**src/rtl/lsu_pkg.sv**
```systemverilog
// lsu_pkg: shared encodings, FSM states and endianness default for the subword load/store unit.
package lsu_pkg;
   localparam logic [1:0] SZ_BYTE = 2'b00;
   localparam logic [1:0] SZ_HALF = 2'b01;
   localparam logic [1:0] SZ_WORD = 2'b10;
   localparam logic [1:0] SZ_ILL  = 2'b11;
   localparam bit BIG_ENDIAN_DEF = 1'b1;
   typedef enum logic [1:0] {IDLE, ACC, RMW_RD, RMW_WR} state_t;
endpackage

```
**src/rtl/lsu_lane_mux.sv**
```systemverilog
// lsu_lane_mux: lane extract/extend for loads and lane merge into a read word for stores.
module lsu_lane_mux
   import lsu_pkg::*;
#(
   parameter bit BIG_ENDIAN = BIG_ENDIAN_DEF
) (
   input  logic [1:0]  size,
   input  logic        unsign,
   input  logic [1:0]  off,
   input  logic [31:0] rdata,
   input  logic [31:0] wdata,
   input  logic [31:0] merge_base,
   output logic [31:0] load_data,
   output logic [31:0] store_data
);
   logic [4:0]  bsh, hsh;
   logic [7:0]  bsel;
   logic [15:0] hsel;
   // big-endian puts offset 0 in the most significant lane, so the shift is mirrored
   assign bsh  = {BIG_ENDIAN ? ~off : off, 3'b000};
   assign hsh  = {BIG_ENDIAN ? ~off[1] : off[1], 4'b0000};
   assign bsel = 8'(rdata >> bsh);
   assign hsel = 16'(rdata >> hsh);
   assign load_data = size == SZ_BYTE ? {{24{~unsign & bsel[7]}}, bsel} :
                      size == SZ_HALF ? {{16{~unsign & hsel[15]}}, hsel} : rdata;
   assign store_data = size == SZ_BYTE ? (merge_base & ~(32'h0000_00ff << bsh)) | ({24'd0, wdata[7:0]} << bsh) :
                       size == SZ_HALF ? (merge_base & ~(32'h0000_ffff << hsh)) | ({16'd0, wdata[15:0]} << hsh) : wdata;
endmodule

```
**src/rtl/lsu_subword_rmw.sv**
```systemverilog
// lsu_subword_rmw: MEM-stage load/store unit with subword read-modify-write; LSU_MISALIGN_TRAP_EN traps misaligned accesses.
module lsu_subword_rmw
   import lsu_pkg::*;
#(
   parameter bit BIG_ENDIAN = BIG_ENDIAN_DEF,
   parameter int ADDR_W     = 32
) (
   input  logic              Clk,
   input  logic              Reset,
   input  logic              req_valid,
   output logic              req_ready,
   input  logic              req_write,
   input  logic [1:0]        req_size,
   input  logic              req_unsigned,
   input  logic [ADDR_W-1:0] req_addr,
   input  logic [31:0]       req_wdata,
   output logic              resp_valid,
   output logic [31:0]       resp_rdata,
   output logic              resp_err,
   output logic              MemWre,
   output logic              MemRead,
   output logic [ADDR_W-1:0] DataAddress,
   output logic [31:0]       DataIn,
   input  logic [31:0]       DataOut
);
   state_t            state, next;
   logic              accept, err;
   logic              write_r, unsign_r;
   logic [1:0]        size_r;
   logic [ADDR_W-1:0] addr_r;
   logic [31:0]       wdata_r, merge_r, load_data, store_data;

   assign accept = req_valid && req_ready;
`ifdef LSU_MISALIGN_TRAP_EN
   assign err = req_size == SZ_ILL || (req_size == SZ_HALF && req_addr[0]) ||
                (req_size == SZ_WORD && req_addr[1:0] != 2'b00);
`else
   // misaligned offsets fall away naturally: word ignores addr[1:0], half uses only addr[1]
   assign err = req_size == SZ_ILL;
`endif

   lsu_lane_mux #(.BIG_ENDIAN(BIG_ENDIAN)) u_lane (
      .size(size_r),
      .unsign(unsign_r),
      .off(addr_r[1:0]),
      .rdata(DataOut),
      .wdata(wdata_r),
      .merge_base(merge_r),
      .load_data(load_data),
      .store_data(store_data)
   );

   always_ff @(posedge Clk)
      state <= Reset ? IDLE : next;

   always_comb begin
      next = IDLE;
      case (state)
         IDLE:    next = !accept || err ? IDLE : req_write && req_size != SZ_WORD ? RMW_RD : ACC;
         RMW_RD:  next = RMW_WR;
         default: next = IDLE;
      endcase
   end

   always_comb begin
      req_ready   = state == IDLE;
      MemRead     = (state == ACC && !write_r) || state == RMW_RD;
      MemWre      = (state == ACC && write_r) || state == RMW_WR;
      DataAddress = state == IDLE ? '0 : {addr_r[ADDR_W-1:2], 2'b00};
      DataIn      = MemWre ? store_data : 32'd0;
   end

   always_ff @(posedge Clk) begin
      if (Reset) begin
         write_r    <= 1'b0;
         unsign_r   <= 1'b0;
         size_r     <= SZ_BYTE;
         addr_r     <= '0;
         wdata_r    <= 32'd0;
         merge_r    <= 32'd0;
         resp_valid <= 1'b0;
         resp_err   <= 1'b0;
         resp_rdata <= 32'd0;
      end else begin
         if (accept) begin
            write_r  <= req_write;
            unsign_r <= req_unsigned;
            size_r   <= req_size;
            addr_r   <= req_addr;
            wdata_r  <= req_wdata;
         end
         if (state == RMW_RD) merge_r <= DataOut;
         resp_valid <= (accept && err) || state == ACC || state == RMW_WR;
         resp_err   <= accept && err;
         resp_rdata <= state == ACC && !write_r ? load_data : 32'd0;
      end
   end
endmodule

```
**config.mk**
```make
export PLATFORM = sky130hd
export DESIGN_NAME = lsu_subword_rmw
export DESIGN_NICKNAME = d
export VERILOG_FILES = /design/src/rtl/lsu_pkg.sv /design/src/rtl/lsu_lane_mux.sv /design/src/rtl/lsu_subword_rmw.sv
export SDC_FILE = /design/constraint.sdc
export NUM_CORES = 1
export LEC_CHECK = 0
export ABC_AREA = 1
export BUFFER_PORTS_ARGS = -buffer_cell sky130_fd_sc_hd__buf_2
export CELL_PAD_IN_SITES_DETAIL_PLACEMENT = 0
export CELL_PAD_IN_SITES_GLOBAL_PLACEMENT = 1
export CORE_AREA = 4 4 132 166
export CTS_CLUSTER_DIAMETER = 80
export DETAILED_ROUTE_END_ITERATION = 8
export DIE_AREA = 0 0 136 170
export GPL_TIMING_DRIVEN = 0
export PLACE_DENSITY_LB_ADDON = 0.1
export SLEW_MARGIN = 30
export SYNTH_ARGS = -nofsm -noshare
export SYNTH_HDL_FRONTEND = slang
export SYNTH_SLANG_ARGS = --single-unit
export TNS_END_PERCENT = 5
```
**constraint.sdc**
```tcl
create_clock -name Clk -period 1.16 [get_ports Clk]
set_input_delay 0.116 -clock Clk [delete_from_list [all_inputs] [get_ports Clk]]
set_output_delay 0.116 -clock Clk [all_outputs]
set_load 0.05 [all_outputs]
```
==> results.md, run 1 <==
- Routability cong.: 0.8825
- Final core occ: 53.75%
- Setup WS post-layout: -0.8236 ns
- Max FO, Critical Path: 7
- Setup crit end kind: primary output
- First-pass GRT wire length: 41460 um
- Gate count of the mapped netlist: 962
- Core area: 0.02045 mm^2
- Commonest cells after routing, fill and taps aside: 169 x buf_2, 147 x nand2_1, 129 x dfxtp_1
- Remaining antenna violation count: 0
- Worst-path clk slew: 0.06 ns
- Sequential-to-total area share from yosys stat: 42.22%
- Failing checks: setup timing
- Die Ht: 170 um
- Synthesized area: 0.006449 mm^2
- Post-synth EDFFs: 0
- Fillers: 2063
- Synth Flop Type: dfxtp_1
- Avg Cell Area, Syn: 6.703 um^2
- Slowest cell on crit path: dfxtp_4
- Final Setup Violations: 198
- TNS Setup: -58.91 ns
- Rel. slew slack: 52.62%
- Io pins: 204
- Clock skew: 0.009064 ns
- Avg WL per Cell: 17.38 um
- Slew Viols, Final: 0
- Max clock buf depth: 2
- Worst-Margin Slew: 0.7107 ns
- CTS Buf Count: 17
- Worst hold slack: 0.01509 ns
- Status: finished, violations left
- Post-synth ARST share: 0%
- Placement Rows: 59
- Clock tree root driver cell: clkbuf_16
- GRT Overall Usage: 23.44%
- Worst EP required: 1.04 ns
- Arrival @ worst endpoint: 1.87 ns
- Clock H-tree levels: 4
- Final period util: 171.0%
- Cell mode on critical path: buf_8
- Min cycle time layout: 1.984 ns
- Die area: 0.02312 mm^2
- Synth warn: 0
- Cell Chain, Critical Path: buf_8 > nor2_4 > buf_12 > buf_8 > buf_8 > o211ai_1 > a31oi_4 > buf_6
- Setup Crit Path Kind: reg2out
- Peak supply drop: 1045 uV
- Leak Pwr: 4.838 nW
- Yosys reg bits: 136
- Post-synthesis cell type count: 27
- Antenna violations before repair: 0
- Worst skew pair latency: 0.43 ns
- Area Growth Syn to Fin: 70.43%
- DR pass1 iterations: 5
- Area of the multi-input gates: 0.003884 mm^2
- Clk sinks: 136
- Grt ovf: 0
- Maximum Capacitance Violations: 0
- PwrDens: 1369 mW/mm^2
- Final WL: 27400 um
- IO Port Bufs: 201
- FF-to-FF path depth: 6
- Leading cell type in the layout, fill and taps excluded: buf_2
- Cell depth of the worst hold path: 3
- Sequential Area: 0.002741 mm^2
- Post-Place Cells: 1438
- Critical Path Source Type: flop
- Die W: 136 um
- RSZ-0062 raised after global routing: true
- Final Hold Fails: 0
- Starting Density: 31.54%
- Fmax: 504.1 MHz
- Detailed Place HPWL: 20100 um
- Vias in the first global route: 7527
- Via/cell ratio: 4.799
- Maximum number of pins on one net before global-route repair: 17
- Non-Filler Instances: 1576
- Hold Path Class: in2reg
- Pwr Total: 15.04 mW
- Layout cells sized above 1: 37.86%
- # nets final: 1392
- CTS tree: done
- DRC: 0
- Crit path largest cell delay: 0.37 ns
- Antenna cells: 0
- Via count: 7564
- Initial DRC Count: 361
## report_power, final
group	internal, mW	switching (mW)	total, mW
Combinational	1.59	2.45	4.04
Clock	3.54	2.20	5.74
Sequential	5.00	0.262	5.26
Total	10.1	4.91	15.0
## cell type report
| cell class | count | share of cell area, % |
|---|---|---|
| plain buffers | 67 | 6.193 |
| clock buffers | 20 | 4.167 |
| clock inverters | 12 | 1.480 |
| inverters | 98 | 3.563 |
| multi-input cells | 662 | 35.34 |
| flip-flops and latches | 136 | 24.94 |
| well taps | 274 | 3.119 |
| repair buffers | 307 | 21.20 |
## metrics by stage
step / setup WS (ns) / cell area (um^2)
floorplan: -0.3788 / 6975
global placement: -0.7675 / 8324
detailed placement: -0.7728 / 8324
CTS: -0.8163 / 10500
global route: -0.8738 / 10990
finish: -0.8236 / 10990
## path summary, 6_finish.rpt
| kind | slack [ns] | start | to |
|---|---|---|---|
| worst max-delay path | -0.82 | size_r[1] | DataIn[5] |
| worst min-delay path | 0.02 | DataOut[15] | merge_r[15] |
| worst max register to register | -0.39 | size_r[1] | resp_rdata[10] |
| worst min register to register | 0.45 | addr_r[3] | addr_r[3] |
## timing repair
item | in CTS | in global routing
setup endpoints to repair | 201 | 201
resized for setup | 251 | 122
hold buffers | 75 | 0
setup buffers | 13 | 13
gates cloned | 2 | 3
hold endpoints to repair | 78 | 0
pin swaps | 24 | 16
## sequential cells by signal, indices dropped and copies added (netlist names)
name        count
write_r         1
size_r          2
resp_rdata     32
addr_r         32
merge_r        32
resp_err        1
resp_valid      1
unsign_r        1
wdata_r        32
state           2
## synth_stat cells (3+ instances only)
cell type  instances  area [um^2]
a21oi_1          132        660.6
a31oi_1           12        75.07
buf_2             30        150.1
buf_4              7        52.55
clkbuf_1          27        101.4
clkbuf_2           3        15.01
dfxtp_1          136         2723
inv_1             82        307.8
inv_2             14        52.55
nand2_1          172        645.6
nand3_1           28        140.1
nor2_1           141        529.3
nor2_2             3        18.77
nor2_4             3        33.78
nor3_1            10        50.05
o211ai_1          13        97.59
o21a_1             7        52.55
o21ai_0          125        625.6
o221ai_1           3        26.28
or2_2              3        18.77
## cell families after synthesis
kind of cell	synth area share, %
simple gates	22.68
compound gates	24.39
buf+inv	10.65
flops	42.22
other cells	0.05815
## per-layer routing
layer,GRT usage [%],routed length (um),up-vias
met5,0,0,-
met4,9.908,893,0
met3,4.997,1574,53
met2,41.82,13930,229
met1,26.91,11000,3495
li1,-,-,3787
## critical path, delay by kind of cell (launching register included)
family | cells | cell delay [ns]
AOI/OAI and AO/OA | 2 | 0.30
buffers and inverters | 5 | 0.67
and+or+nand+nor | 1 | 0.09
DFF | 1 | 0.37
Power figures use the tool's default switching activity.
==> run 2: changes to the inputs <==
- CORE_AREA: 4 4 132 166 -> 2 2 130 164
- DIE_AREA: 0 0 136 170 -> 0 0 132 166
- PLACE_DENSITY: unset -> 0.86
- PLACE_DENSITY_LB_ADDON: 0.1 -> unset
==> run 2 against run 1 <==
Effect of this change: the run still ends with setup timing left; via count increased by 2.1%; wire length is 3.9% lower; register-to-register slack improved by 0.07 ns; global-route usage increased by 0.44 points; cell area shrank 2.0%; worst setup slack worse by 0.068 ns; sequential share of layout area up 0.50 points; flip-flop and latch count unchanged; combinational power is 6.9% lower.
==> results.md, run 2 (same netlist as run 1, synthesis figures left out) <==
- Core area: 0.02045 mm^2 (unchanged)
- Commonest cells after routing, fill and taps aside: 170 x buf_2, 150 x nand2_1, 131 x dfxtp_1
- FF-to-FF path depth: 8 (+2)
- First-pass GRT wire length: 40870 um (-1.4%)
- Antenna cells: 0 (unchanged)
- Area of the multi-input gates: 0.003799 mm^2 (-2.2%)
- PwrDens: 1448 mW/mm^2 (+5.8%)
- Setup Crit Path Kind: reg2out
- CTS Buf Count: 17 (unchanged)
- Status: finished, violations left
- Worst reg2reg startpoint: size_r[1]
- Worst EP required: 1.04 ns (about the same)
- Clock skew: 0.007784 ns (-0.001280 ns)
- Setup crit end kind: primary output
- Post-Place Cell Area: 0.008324 mm^2 (unchanged)
- GRT Overall Usage: 23.89% (+0.44 points)
- Setup WS post-layout: -0.8913 ns (-0.06764 ns)
- R2R Path End: resp_rdata[22]
- Final period util: 176.8% (+5.8 points)
- Fmax: 487.5 MHz (-3.3%)
- Io pins: 204 (unchanged)
- Sequential Area: 0.002739 mm^2 (about the same)
- Final Hold Fails: 0 (unchanged)
- Worst skew pair latency: 0.43 ns (about the same)
- Leading cell type in the layout, fill and taps excluded: buf_2
- Starting Density: 31.54% (unchanged)
- Die area: 0.02191 mm^2 (-5.2%)
- Arrival @ worst endpoint: 1.94 ns (+0.07 ns)
- Leak Pwr: 4.771 nW (-1.4%)
- Hold Path Class: in2reg
- Rel. slew slack: 59.16% (+6.5 points)
- Layout cells sized above 1: 35.77% (-2.1 points)
- Vias in the first global route: 7634 (+1.4%)
- TNS Setup: -63.86 ns (-4.941 ns)
- Worst-Margin Slew: 0.6126 ns (-0.09805 ns)
- Detailed Place HPWL: 19020 um (-5.4%)
- Final instance area: 0.01077 mm^2 (-2.0%)
- FF-to-FF setup slack: -0.32 ns (+0.07 ns)
- Via count: 7722 (+2.1%)
- DRC: 0 (unchanged)
- Slew Viols, Final: 0 (unchanged)
- Peak supply drop: 1112 uV (+6.4%)
- Max clock buf depth: 2 (unchanged)
- Clock H-tree levels: 4 (unchanged)
- Critical path endpoint: DataIn[22]
- Final WL: 26340 um (-3.9%)
- Critical Path Source Type: flop
- Initial DRC Count: 577 (+60%)
- Final Setup Violations: 199 (+0.51%)
- Routability cong.: 0.9340 (+5.8%)
- Placement Rows: 59 (unchanged)
- Clock tree root driver cell: clkbuf_16
- CTS tree: done
- DR pass1 iterations: 6 (+1)
- RSZ-0062 raised after global routing: true
- Worst-path clk slew: 0.06 ns (about the same)
- Failing checks: setup timing
- Die W: 132 um (-2.9%)
- Maximum number of pins on one net before global-route repair: 17 (unchanged)
- Die Ht: 166 um (-2.4%)
- Via/cell ratio: 4.915 (+2.4%)
- Max FO, Critical Path: 10 (+3)
- Maximum Capacitance Violations: 0 (unchanged)
- Avg WL per Cell: 16.76 um (-3.6%)
- # nets final: 1388 (-0.29%)
- Area Growth Syn to Fin: 66.96%
- Critical Path Start: size_r[1]
- Antenna violations before repair: 0 (unchanged)
- Remaining antenna violation count: 0 (unchanged)
- IO Port Bufs: 201 (unchanged)
- Fillers: 1963 (-4.8%)
- Clk sinks: 136 (unchanged)
- Min cycle time layout: 2.051 ns (+0.06764 ns)
- Grt ovf: 0 (unchanged)
-- run 2: cell types whose count changed in the layout (fill, tap and decap cells not counted), moves of 5 or more --
cell	delta
o21ai_0	+6
a21oi_1	+9
a21oi_2	-10
nand2_4	-5
buf_12	-7
o21ai_2	-6
buf_8	-8
buf_6	+5
-- run 2: layout make-up --
cell class	count	area share, %
Clock buffer	20	4.335
Inverter	98	3.544
Timing Repair Buffer	303	20.20
Tap cell	274	3.184
Sequential cell	136	25.44
Clock inverter	11	2.243
Buffer	67	5.776
Multi-Input combinational cell	662	35.28
-- run 2: stage by stage --
stage / utilization [%] / hold slack (ns) / std cells / total power [mW] / setup WS (ns)
2_1_floorplan: - / 0.1777 / 963 / 7.332 / -0.3788
3_3_place_gp: 40.71 / 0.3577 / 1438 / 8.219 / -0.7795
3_5_place_dp: 40.71 / 0.3536 / 1438 / 8.253 / -0.7891
4_1_cts: 51.57 / 0.002327 / 1569 / 15.46 / -0.8682
5_1_grt: 52.65 / 0.03356 / 1571 / 16.19 / -0.9259
6_report: 52.65 / 0.01185 / 1571 / 15.59 / -0.8913
-- run 2: worst min path at each step --
stage | from | end | slack, ns | cells after the start
6_report | req_addr[0] | addr_r[0] | 0.01 | 3
5_1_grt | req_addr[0] | addr_r[0] | 0.03 | 3
4_1_cts | DataOut[1] | merge_r[1] | 0.002 | 3
3_5_place_dp | Reset | state[0] | 0.35 | 2
3_3_place_gp | Reset | state[0] | 0.36 | 2
2_1_floorplan | Reset | state[0] | 0.18 | 1
-- run 2: where the power goes --
part,switching [mW],leakage [nW],internal [mW]
Combinational,2.34,3.30,1.42
Clock,2.15,0.347,4.42
Sequential,0.252,1.12,5.00
-- run 2: metal layers --
layer  GRT usage (%)  up-vias  wire length, um
li1                -     3788                -
met1           27.15     3543            10280
met2           41.76      324            13110
met3           4.823       67             1710
met4           13.04        0             1238
met5               0        -                0
-- run 2: what timing repair did --
action	in CTS	in global routing
hold endpoints to repair	80	0
resized for setup	227	83
setup buffers	20	2
cloned	2	0
pin swaps	18	15
setup endpoints to repair	202	201
hold buffers	78	0
-- run 2: critical path: stages (launching register included) --
cell and delay, ns:
dfxtp_4 0.36, buf_4 0.14, nor2_4 0.23, nand2_4 0.12
buf_6 0.17, a21oi_2 0.20, nor3_4 0.07, buf_4 0.19
